<file path="src/rtl/weight_stream_loader.sv">
`default_nettype none
// ============================================================================
// Module  : weight_stream_loader
// Loads DEPTH weight beats into RAM, then serves them cyclically via a FIFO.
// Revision: 1.0
// ============================================================================
module weight_stream_loader #(
  parameter int PRECISION   = 16,
  parameter int PARALLELISM = 4,
  parameter int DEPTH       = 8,
  parameter int ADDR_WIDTH  = $clog2(DEPTH) + 1,
  parameter int FIFO_DEPTH  = 4
) (
  input  logic                 clk,
  input  logic                 rst,
  input  logic                 reload,
  input  logic [PRECISION-1:0] data_in [PARALLELISM],
  input  logic                 data_in_valid,
  output logic                 data_in_ready,
  output logic [PRECISION-1:0] data_out [PARALLELISM],
  output logic                 data_out_valid,
  input  logic                 data_out_ready,
  output logic                 loaded
);

  localparam int c_WORD_W  = PRECISION * PARALLELISM;
  localparam int c_RAM_AW  = $clog2(DEPTH);
  localparam int c_FIFO_AW = $clog2(FIFO_DEPTH);
  localparam int c_CNT_W   = $clog2(FIFO_DEPTH + 2) + 1;
  localparam logic [ADDR_WIDTH-1:0] c_LAST_ADDR = ADDR_WIDTH'(DEPTH - 1);
  localparam logic [c_FIFO_AW-1:0]  c_FIFO_LAST = c_FIFO_AW'(FIFO_DEPTH - 1);

  typedef enum logic [0:0] {LOAD = 1'b0, SERVE = 1'b1} state_t;

  state_t                  r_state, w_state_next;
  logic [ADDR_WIDTH-1:0]   r_wr_addr, r_rd_addr;
  logic [c_WORD_W-1:0]     r_mem [DEPTH];
  logic [c_WORD_W-1:0]     w_in_word;

  logic                    r_s1_valid, r_s2_valid;
  logic [c_RAM_AW-1:0]     r_s1_addr;
  logic [c_WORD_W-1:0]     r_s2_data;

  logic [c_WORD_W-1:0]     r_fifo_mem [FIFO_DEPTH];
  logic [c_FIFO_AW-1:0]    r_fifo_wr_ptr, r_fifo_rd_ptr;
  logic [c_CNT_W-1:0]      r_fifo_count;

  logic                    w_flush, w_in_fire, w_pop, w_push, w_issue;
  logic [c_CNT_W-1:0]      w_occ;

  generate
    for (genvar j = 0; j < PARALLELISM; j++) begin : g_lane
      assign w_in_word[PRECISION*j +: PRECISION] = data_in[j];
      assign data_out[j] = r_fifo_mem[r_fifo_rd_ptr][PRECISION*j +: PRECISION];
    end
  endgenerate

  assign w_flush        = rst | reload;
  assign data_in_ready  = (r_state == LOAD) & ~w_flush;
  assign w_in_fire      = data_in_valid & data_in_ready;
  assign data_out_valid = (r_fifo_count != '0);
  assign w_pop          = data_out_valid & data_out_ready & ~w_flush;
  assign w_push         = r_s2_valid;
  assign loaded         = (r_state == SERVE);

  // Reads in flight are reserved against FIFO space so a push never overflows.
  assign w_occ   = r_fifo_count + c_CNT_W'(r_s1_valid) + c_CNT_W'(r_s2_valid);
  assign w_issue = (r_state == SERVE) & ~w_flush &
                   (w_occ < (c_CNT_W'(FIFO_DEPTH) + c_CNT_W'(w_pop)));

  always_ff @(posedge clk) begin
    if (w_flush) r_state <= LOAD;
    else         r_state <= w_state_next;
  end

  always_comb begin
    w_state_next = r_state;
    case (r_state)
      LOAD:    if (w_in_fire && (r_wr_addr == c_LAST_ADDR)) w_state_next = SERVE;
      SERVE:   w_state_next = SERVE;
      default: w_state_next = LOAD;
    endcase
  end

  always_ff @(posedge clk) begin
    if (w_flush) begin
      r_wr_addr <= '0;
    end else if (w_in_fire) begin
      r_wr_addr <= (r_wr_addr == c_LAST_ADDR) ? '0 : r_wr_addr + ADDR_WIDTH'(1);
    end
  end

  always_ff @(posedge clk) begin
    if (w_flush) begin
      r_rd_addr <= '0;
    end else if (w_issue) begin
      r_rd_addr <= (r_rd_addr == c_LAST_ADDR) ? '0 : r_rd_addr + ADDR_WIDTH'(1);
    end
  end

  always_ff @(posedge clk) begin
    if (w_in_fire) r_mem[r_wr_addr[c_RAM_AW-1:0]] <= w_in_word;
  end

  always_ff @(posedge clk) begin
    r_s1_addr <= r_rd_addr[c_RAM_AW-1:0];
    r_s2_data <= r_mem[r_s1_addr];
    if (w_flush) begin
      r_s1_valid <= 1'b0;
      r_s2_valid <= 1'b0;
    end else begin
      r_s1_valid <= w_issue;
      r_s2_valid <= r_s1_valid;
    end
  end

  always_ff @(posedge clk) begin
    if (w_push && !w_flush) r_fifo_mem[r_fifo_wr_ptr] <= r_s2_data;
  end

  always_ff @(posedge clk) begin
    if (w_flush) begin
      r_fifo_wr_ptr <= '0;
      r_fifo_rd_ptr <= '0;
      r_fifo_count  <= '0;
    end else begin
      if (w_push) begin
        r_fifo_wr_ptr <= (r_fifo_wr_ptr == c_FIFO_LAST) ? '0 : r_fifo_wr_ptr + c_FIFO_AW'(1);
      end
      if (w_pop) begin
        r_fifo_rd_ptr <= (r_fifo_rd_ptr == c_FIFO_LAST) ? '0 : r_fifo_rd_ptr + c_FIFO_AW'(1);
      end
      if (w_push && !w_pop)      r_fifo_count <= r_fifo_count + c_CNT_W'(1);
      else if (!w_push && w_pop) r_fifo_count <= r_fifo_count - c_CNT_W'(1);
    end
  end

endmodule
`default_nettype wire
</file>
<file path="config.mk">
export PLATFORM = sky130hd
export DESIGN_NAME = weight_stream_loader
export DESIGN_NICKNAME = d
export VERILOG_FILES = /design/src/rtl/weight_stream_loader.sv
export SDC_FILE = /design/constraint.sdc
export NUM_CORES = 1
export LEC_CHECK = 0
export BUFFER_PORTS_ARGS = -buffer_cell sky130_fd_sc_hd__buf_2
export CAP_MARGIN = 20
export CORE_ASPECT_RATIO = 1.25
export CORE_MARGIN = 2
export CORE_UTILIZATION = 30
export DETAILED_ROUTE_END_ITERATION = 7
export GPL_TIMING_DRIVEN = 0
export SYNTH_ARGS = -nofsm -noshare
export SYNTH_HDL_FRONTEND = slang
export SYNTH_SLANG_ARGS = --single-unit
export TNS_END_PERCENT = 20
</file>
<file path="constraint.sdc">
create_clock -name clk -period 5.5 [get_ports clk]
set_clock_uncertainty 0.1 [all_clocks]
set_input_delay 0 -clock clk [delete_from_list [all_inputs] [get_ports clk]]
set_output_delay 0 -clock clk [all_outputs]
set_load 0.05 [all_outputs]
</file>
## After elaboration in Yosys (flattened, before gate mapping)

Memory sizes are Yosys's and may differ from the RTL's. A register that Yosys moved wholly into a read port is not among the register bits.
Index checks and enable logic that the tools add are counted.

| storage, ports and cells | value |
|---|---|
| register bits after elaboration | 22 |
| RAM bits | 768 |
| input bits | 69 |
| output and inout port bits | 67 |
| logic and storage cells | 57 |
| memories kept | 2 |

Memories:

| memory | words | bits a word | read ports | clocked after Yosys merged registers in | wr ports | line | RTL |
|---|---|---|---|---|---|---|---|
| r_mem | 8 | 64 | 1 | 1 | 1 | 37 | `logic [c_WORD_W-1:0] r_mem [DEPTH];` |
| r_fifo_mem | 4 | 64 | 1 | 1 | 1 | 44 | `logic [c_WORD_W-1:0] r_fifo_mem [FIFO_DEPTH];` |

| cells by class | value |
|---|---|
| add/sub/neg operators | 9 |
| magnitude comparators | 1 |
| equal/unequal tests | 4 |
| muxes and demuxes | 14 |
| bitwise logic cells | 9 |
| reductions and logical operators | 9 |

Operator list:

| kind | count |
|---|---|
| 4-bit two-way mux | 4 |
| 4-bit by 1-bit adder with 4-bit output, second input constant | 3 |
| 4-bit by 1-bit adder with 4-bit output | 2 |
| 4-bit by 3-bit equality test with 1-bit output, second input constant | 2 |
| 2-bit two-way mux | 4 |
| 1-bit bitwise AND | 6 |
| 1-bit two-way mux | 5 |
| 2-bit by 1-bit adder with 2-bit output, second input constant | 2 |
| 3-bit by 1-bit adder with 4-bit output, first input constant | 1 |
| 2-bit equality test, second input constant | 2 |
| 1-bit logical AND | 4 |
| 4-bit < comparator | 1 |
| 4-bit nonzero test | 1 |
| 4-bit by 1-bit subtractor with 4-bit output, second input constant | 1 |
| 1-bit zero test | 3 |
| 1-bit NOT | 2 |
| 1-bit case mux with 2 select lines | 1 |
| 2-bit nonzero test | 1 |
| 1-bit bitwise OR | 1 |

## Logic depth before layout (Yosys ltp)

Gate-level depths: netlist (run 1).

| logic depth | value |
|---|---|
| depth after elaboration | 7 |
| depth in mapped cells | 9 |
| mapped depth without buffers | 9 |

## Worst setup path before layout (run 1)

Ideal clock, no wire load.

| path | value |
|---|---|
| path type | reg2reg |
| start point | reg r_state (netlist: loaded) |
| end point | mem r_mem[0][0] in the netlist's numbering (enable) |
| setup time | 0.565 ns |
| arrival time | 5.328 ns |
| required time | 4.835 ns |
| setup slack | -0.493 ns |
| stages on the path, launching flop included | 5 |
| buffers on the path | 0 |
| period minus slack after synthesis | 5.993 ns |
| cell sequence | dfxtp_1 > nand2b_1 > nor2_1 > nand2_1 > nor3_1 |

| between the ends | value |
|---|---|
| longest elaborated chain between the ends | 5 |

RTL lines:

| item | line | RTL |
|---|---|---|
| from (decl) | 35 | `state_t r_state, w_state_next;` |
| from (signal assigned) | 73 | `else r_state <= w_state_next;` |
| 1-bit NOT | - |  |
| 1-bit bitwise AND | 59 | `assign data_in_ready = (r_state == LOAD) & ~w_flush;` |
| 1-bit bitwise AND | 60 | `assign w_in_fire = data_in_valid & data_in_ready;` |
| 1-bit two-way mux | 102 | `if (w_in_fire) r_mem[r_wr_addr[c_RAM_AW-1:0]] <= w_in_word;` |
| 1-bit two-way mux (not written as such) | 102 |  |
| to (decl) | 37 |  |

Every way passes these cells.

## Final worst setup path (run 1)

| path | value |
|---|---|
| start point | reg r_fifo_count[0] |
| end point | reg r_fifo_count[3] |

| between the ends | value |
|---|---|
| longest elaborated chain between the ends | 6 |
| elaborated cells on any way between the ends | 11 |
| classes of those cells | add/sub (2); mux (2); bitwise (2); reduce/logical (5) |

RTL lines:

| item | line | RTL |
|---|---|---|
| from (decl) | 46 | `logic [c_CNT_W-1:0] r_fifo_count;` |
| from (signal assigned) | 133 | `if (w_push && !w_pop) r_fifo_count <= r_fifo_count + c_CNT_W'(1);` |
| from (signal assigned) | 134 | `else if (!w_push && w_pop) r_fifo_count <= r_fifo_count - c_CNT_W'(1);` |
| branches (longest 6 deep; another with 4-bit by 1-bit subtractor with 4-bit output) | - |  |

Parallel ways; which one is timed is not known. The select of a mux whose other input is x is not followed.
A chain may end at the register's enable or synchronous reset.

==> results of run 1 <==
critical path, cell delays in order, from the launching register on:
cell	delay [ps]
dfxtp_1	390
or4_2	680
nand3_1	110
ha_1	170
inv_1	100
ha_1	280
a21o_1	180
a21oi_1	200
mux2i_1	240
mux2i_1	200
dlygate4sd3_1	560
through the flow:
step	hold WS (ps)	TNS [ps]	util, %	total power, mW	setup slack (ps)
2_1_floorplan	-1.13	-29460	-	7.28	-460
3_3_place_gp	158	-1111420	32.6	7.36	-5420
3_5_place_dp	164	0	33.3	7.38	2680
4_1_cts	44.3	0	36.5	13.0	2250
5_1_grt	77.1	0	36.5	13.2	2060
6_report	72.1	0	36.5	12.8	2240
what timing repair did:
item	CTS	global route
hold endpoints to repair	527	0
endpoints found under the setup margin	0	0
hold buffers	70	0
setup buffers	0	0
power by group:
| group | leakage (nW) | switching (mW) | internal (mW) |
|---|---|---|---|
| clock network | 1.27 | 2.32 | 3.22 |
| logic | 2.78 | 0.0962 | 0.0812 |
| registers | 7.65 | 0.0173 | 7.09 |
cell type report:
class                      count  area [µm²]  area share [%]
inverter                       8        30.0          0.0806
sequential                   856       24800            66.6
antenna                        4        10.0          0.0269
tap                         1330        1660            4.47
clock buffer                  95        2040            5.49
timing repair buffer         238        2020            5.43
clock inverter                45         566            1.52
multi-input combinational    365        5860            15.7
buffer                        52         225           0.605
layout by cell type (no fill, tap or decap), types with 9 or more instances in the layout:
master / count
a21oi_1: 10
buf_1: 12
buf_12: 15
buf_16: 9
buf_2: 155
bufinv_16: 12
clkbuf_1: 30
clkbuf_16: 76
clkinv_2: 12
dfxtp_1: 88
dlygate4sd3_1: 70
edfxtp_1: 768
ha_1: 11
mux2_2: 65
mux4_2: 192
nand2_1: 10
nor2_1: 19
state kept, by name, summed over array words and instances (netlist names), 3 cells and up, named ones only:
signal,flops
r_rd_addr,4
r_fifo_mem,256
r_mem,512
r_s1_addr,3
r_wr_addr,4
r_fifo_count,4
r_s2_data,64
path summary, 6_finish.rpt:
kind	startpoint	endpoint	slack [ps]
max	r_fifo_count[0]$_SDFFE_PP0P_	r_fifo_count[3]$_SDFFE_PP0P_	2240
min	data_in_valid	loaded$_SDFF_PP0_	70
max reg2reg	r_fifo_count[0]$_SDFFE_PP0P_	r_fifo_count[3]$_SDFFE_PP0P_	2240
min reg2reg	r_rd_addr[1]$_SDFFE_PP0P_	r_s1_addr[1]$_DFF_P_	300
cells by family (layout without fill, tap and decap cells):
| group | after synthesis | in the layout | synth area share, % |
|---|---|---|---|
| flops | 856 | 856 | 80.4 |
| mux | 264 | 264 | 16.6 |
| simple gates | 64 | 64 | 1.05 |
| buf+inv | 60 | 438 | 0.823 |
| compound gates | 20 | 20 | 0.389 |
| fa+ha+maj | 13 | 13 | 0.576 |
| xor+xnor | 4 | 4 | 0.114 |
| other cells | 0 | 4 | 0 |
routing by layer:
metal / track usage (%) / up-vias / share of wire [%]
li1: - / 6017 / -
met1: 15.6 / 7344 / 42
met2: 22.0 / 330 / 51
met3: 2.17 / 100 / 4.4
met4: 4.42 / 12 / 2.4
met5: 0 / - / 0.12
==> flow_metrics.py, run 1 <==
metrics = {
    "outcome": {
        "status": "finished, final reports clean",
    },
    "yosys": {
        "syn_inst": 1281,
        "synth_area_um2": 30900,
        "ys_ff_latch": 856,
        "yosys_warnings": 0,
        "synth.distinct_cells": 36,
        "synth_common_cells": "edfxtp_1, mux4_2, dfxtp_1",
        "yosysMostFrequentCell": "edfxtp_1",
        "async_flop_share_pct": 0,
        "ys_seq_area_share_pct": 80.4,
        "syn_area_per_cell_um2": 24.1,
        "yosysTopAreaCell": "edfxtp_1",
        "yosys-top-cells-area": "edfxtp_1, mux4_2, dfxtp_1, mux2_2, ha_1",
        "syn_nets": 1363,
        "synth_edf_count": 768,
        "dominantRegCellSynth": "edfxtp_1",
        "netlist.area_leader.share_pct": 74.7,
    },
    "global_route": {
        "grt-ovfl-total": 0,
        "grt_antenna_before_repair": 12,
        "grt_pass1_vias": 14900,
        "grt_pass1_wl_um": 97800,
        "grt_max_degree": 43,
        "gr-usage-all-layers_pct": 12.5,
    },
    "layout": {
        "synthToLayoutAreaGrowth_pct": 20.7,
        "drive_gt1_share_pct": 35.4,
        "fin_area_um2": 37200,
        "fin_nets": 1678,
        "final_cells": 2993,
        "num-fill-cells": 9258,
    },
    "die": {
        "die_height_um": 363,
        "ios": 136,
        "die-area_um2": 105000,
        "fp.coreArea_um2": 102000,
        "start_util_pct": 30.3,
        "die_w_um": 291,
        "rows": 131,
    },
    "hold_path": {
        "min_path_type": "in2reg",
        "whs_path_depth": 4,
    },
    "power": {
        "power_density_nw_per_um2": 344,
        "ir_worst_vdd_uv": 215,
        "p_leak_nw": 11.7,
    },
    "clocking": {
        "numCtsBuffers": 75,
        "htreeDepth": 3,
        "tritoncts": "built",
        "cts_resized": 0,
        "clock-sinks": 856,
        "path_clk_slew_ps": 60,
        "clock-root-buffer": "clkbuf_16",
        "clockBufferDepth": 3,
        "clock_latency_ps": 640,
    },
    "detailed_routing": {
        "drc": 0,
        "vias": 13800,
        "firstDrtPassIters": 5,
        "ant_nets": 0,
        "drtIter0Drc": 876,
        "wl_per_cell_um": 22.0,
        "postRouteWirelength_um": 66000,
        "viasPerCell": 4.61,
    },
    "setup_path": {
        "cp.arrival_ps": 3730,
        "critical_path.startpoint_type": "flip-flop",
        "required_ps": 5970,
        "end_kind": "flip-flop",
        "path_max_fanout": 6,
        "criticalPathCategory": "reg2reg",
        "worstRegToRegCells": 10,
    },
    "place": {
        "dpl.hpwl_um": 42600,
        "gp_congestion": 0.720,
        "dpl_cell_area_um2": 33900,
        "post-place-cells": 2779,
        "numPortBuffers": 135,
    },
    "sta": {
        "period_share_pct": 59.3,
        "maxSlewHeadroom_pct": 35.1,
        "rsz0062_at_grt": "false",
        "min_period_ps": 3260,
        "slew_viol_final": 0,
        "worstMarginPinSlew_ps": 971,
        "fmax_mhz": 306,
        "finalSetupViolations": 0,
        "hold_violations": 0,
    },
    "flow_run": {
        "cap_violations": 0,
    },
}
Note: power is estimated with default switching activity, not from simulation.
==> run 2, diff against run 1 <==
--- a/config.mk
+++ b/config.mk
@@ -5,6 +5,7 @@
 export SDC_FILE = /design/constraint.sdc
 export NUM_CORES = 1
 export LEC_CHECK = 0
+export ABC_AREA = 1
 export BUFFER_PORTS_ARGS = -buffer_cell sky130_fd_sc_hd__buf_2
 export CAP_MARGIN = 20
 export CORE_ASPECT_RATIO = 1.25
==> constraint.sdc (replaced) <==
create_clock -name clk -period 2.9 [get_ports clk]
set_clock_uncertainty 0.1 [all_clocks]
set_input_delay 0 -clock clk [delete_from_list [all_inputs] [get_ports clk]]
set_output_delay 0 -clock clk [all_outputs]
set_load 0.05 [all_outputs]
==> run 2 against run 1 <==
  * Global-route usage rose by 2.5 points
  * Hold slack improved by 29 ps
  * Flip-flop and latch count stayed put
  * Routed wire length is 26% higher
  * Non-clock buffer count increased by 83
  * First-iteration DRC count is 73% higher
  * Sequential share of layout area is 1.5 points lower
==> flow_metrics.py, run 2 <==
metrics = {
    "yosys": {
        "syn_inst": 2359,
        "dominantRegCellSynth": "edfxtp_1",
        "yosysMostFrequentCell": "edfxtp_1",
        "synth.distinct_cells": 29,
        "synth_edf_count": 768,
        "syn_area_per_cell_um2": 13.4,
        "yosys-top-cells-area": "edfxtp_1, o21ai_0, nor2_1, dfxtp_1, nand2_1",
        "yosys_warnings": 0,
        "netlist.area_leader.share_pct": 72.8,
        "synth_common_cells": "edfxtp_1, nor2_1, o21ai_0",
        "async_flop_share_pct": 0,
        "ys_seq_area_share_pct": 78.3,
        "ys_ff_latch": 856,
        "yosysTopAreaCell": "edfxtp_1",
        "syn_nets": 2441,
        "synth_area_um2": 31700,
    },
    "detailed_routing": {
        "viasPerCell": 4.68,
        "postRouteWirelength_um": 82900,
        "vias": 19400,
        "drc": 0,
        "drtIter0Drc": 1512,
        "firstDrtPassIters": 5,
        "wl_per_cell_um": 20.0,
        "ant_nets": 0,
    },
    "sta": {
        "holdWs_ps": 101,
        "maxSlewHeadroom_pct": 35.9,
        "finalSetupViolations": 0,
        "min_period_ps": 2780,
        "rsz0062_at_grt": "false",
        "slew_viol_final": 0,
        "fmax_mhz": 360,
        "final.setup.worst_slack_ps": 121,
        "hold_violations": 0,
        "period_share_pct": 95.8,
        "setup_tns_ps": 0,
        "worstMarginPinSlew_ps": 958,
    },
    "outcome": {
        "status": "finished, final reports clean",
    },
    "setup_path": {
        "criticalPathCategory": "reg2out",
        "cp_slowest_cell": "clkbuf_1",
        "cp_slowest_stage_delay_ps": 420,
        "path_max_fanout": 10,
        "end_kind": "output port",
        "critical_path.startpoint_type": "flip-flop",
        "crit_chain": "clkbuf_2 -> clkbuf_1 -> o21ai_0 -> o22ai_1 -> buf_2",
        "cp.arrival_ps": 2680,
        "required_ps": 2800,
    },
    "layout": {
        "num-fill-cells": 10000,
        "synthToLayoutAreaGrowth_pct": 20.2,
        "largest_reg_flops": 512,
        "layout_commonest_cell": "edfxtp_1",
        "drive_gt1_share_pct": 13.4,
        "fin_nets": 2749,
        "layout_common_cells": "edfxtp_1, nor2_1, o21ai_0, nand2_1, buf_2",
        "fin_area_um2": 38100,
    },
    "die": {
        "die-area_um2": 108000,
        "rows": 133,
        "start_util_pct": 30.2,
        "die_height_um": 367,
        "ios": 136,
        "die_w_um": 295,
        "fp.coreArea_um2": 105000,
    },
    "clocking": {
        "clockBufferDepth": 3,
        "tritoncts": "built",
        "clock-root-buffer": "clkbuf_16",
        "numCtsBuffers": 73,
        "clock-sinks": 856,
        "htreeDepth": 3,
        "clock_latency_ps": 600,
        "path_clk_slew_ps": 70,
        "cts_setup_buffers": 0,
    },
    "place": {
        "dpl.hpwl_um": 56500,
        "dpl_cell_area_um2": 35000,
        "gp_congestion": 0.770,
        "pre_cts_ws_ps": 146,
        "numPortBuffers": 135,
    },
    "power": {
        "ir_worst_vdd_uv": 433,
        "report.power.total_mw": 23.6,
        "power_density_nw_per_um2": 619,
        "p_leak_nw": 12.8,
    },
    "global_route": {
        "grt-ovfl-total": 0,
        "grt_pass1_wl_um": 122000,
        "gr-usage-all-layers_pct": 15.1,
        "grt_pass1_vias": 18800,
        "grt_max_degree": 28,
        "grt_antenna_before_repair": 16,
    },
    "flow_run": {
        "cap_violations": 0,
    },
    "hold_path": {
        "min_path_type": "in2reg",
    },
}
==> run 2: changes by cell type after synthesis, sizes merged, moves of 63 or more <==
cell and change:
a21oi +68, a31oi +63, clkbuf +70, mux2 -65, mux4 -192, nand2 +208
nor2 +453, o21ai +385, o22ai +63
==> run 2: worst max-delay path, delay by kind of cell, from the launching register on <==
| family | cells | cell delay (ps) |
|---|---|---|
| AO/OA/AOI/OAI | 2 | 550 |
| flip-flops | 1 | 410 |
| buffers and inverters | 3 | 1100 |
==> run 2: path summary, 6_finish.rpt <==
kind / start / end / slack, ps / cells past startpoint
setup / recovery: flip-flop / data_out[33] / 120 / 5
hold / removal: data_in[19] / r_mem[0][35]$_DFFE_PP_ / 100 / 2
setup reg to reg: r_s1_addr[0]$_DFF_P_ / r_s2_data[52]$_DFF_P_ / 130 / 7
hold reg to reg: r_rd_addr[2]$_SDFFE_PP0P_ / r_s1_addr[2]$_DFF_P_ / 330 / 0
==> run 2: area by class of cell <==
class                           count  area (µm²)  share of cell area, %
Multi-Input combinational cell   1334        6290                   16.5
Clock inverter                     39         378                  0.992
Buffer                            140         674                   1.77
Clock buffer                       92        1990                   5.23
Timing Repair Buffer              233        2030                   5.34
Sequential cell                   856       24800                   65.2
Antenna cell                        7        17.5                 0.0460
Tap cell                         1417        1770                   4.65
Inverter                           29         109                  0.286
==> run 2: metrics by stage <==
step / util [%] / instances
finish: 36.3 / 4147
global placement: 32.6 / 3911
global route: 36.3 / 4145
detailed placement: 33.3 / 3941
CTS: 36.3 / 4140
floorplan: - / 2359
==> run 2: power breakdown <==
group,internal (mW),switching (mW)
Clock,5.45,4.33
Combinational,0.127,0.205
Sequential,13.4,0.0355
==> run 2: what timing repair did <==
| action | in CTS | in global routing |
|---|---|---|
| endpoints found under the setup margin | 47 | 3 |
| gates resized for setup | 23 | 5 |
| endpoints found under the hold margin | 582 | 0 |
| hold buffers | 68 | 0 |
==> run 2: kinds of logic after synthesis <==
group	synth area share, %
AOI/OAI and AO/OA	9.94
xor gates and xnor gates	0.166
DFF	78.3
and+or+nand+nor	8.64
buffers and inverters	2.38
adders and majority gates	0.560
==> run 2: per-layer routing <==
layer	part of all wire [%]	GRT usage [%]
met1	40	18.5
met2	51	26.7
met3	5.3	2.34
met4	2.9	5.38
met5	0.12	0
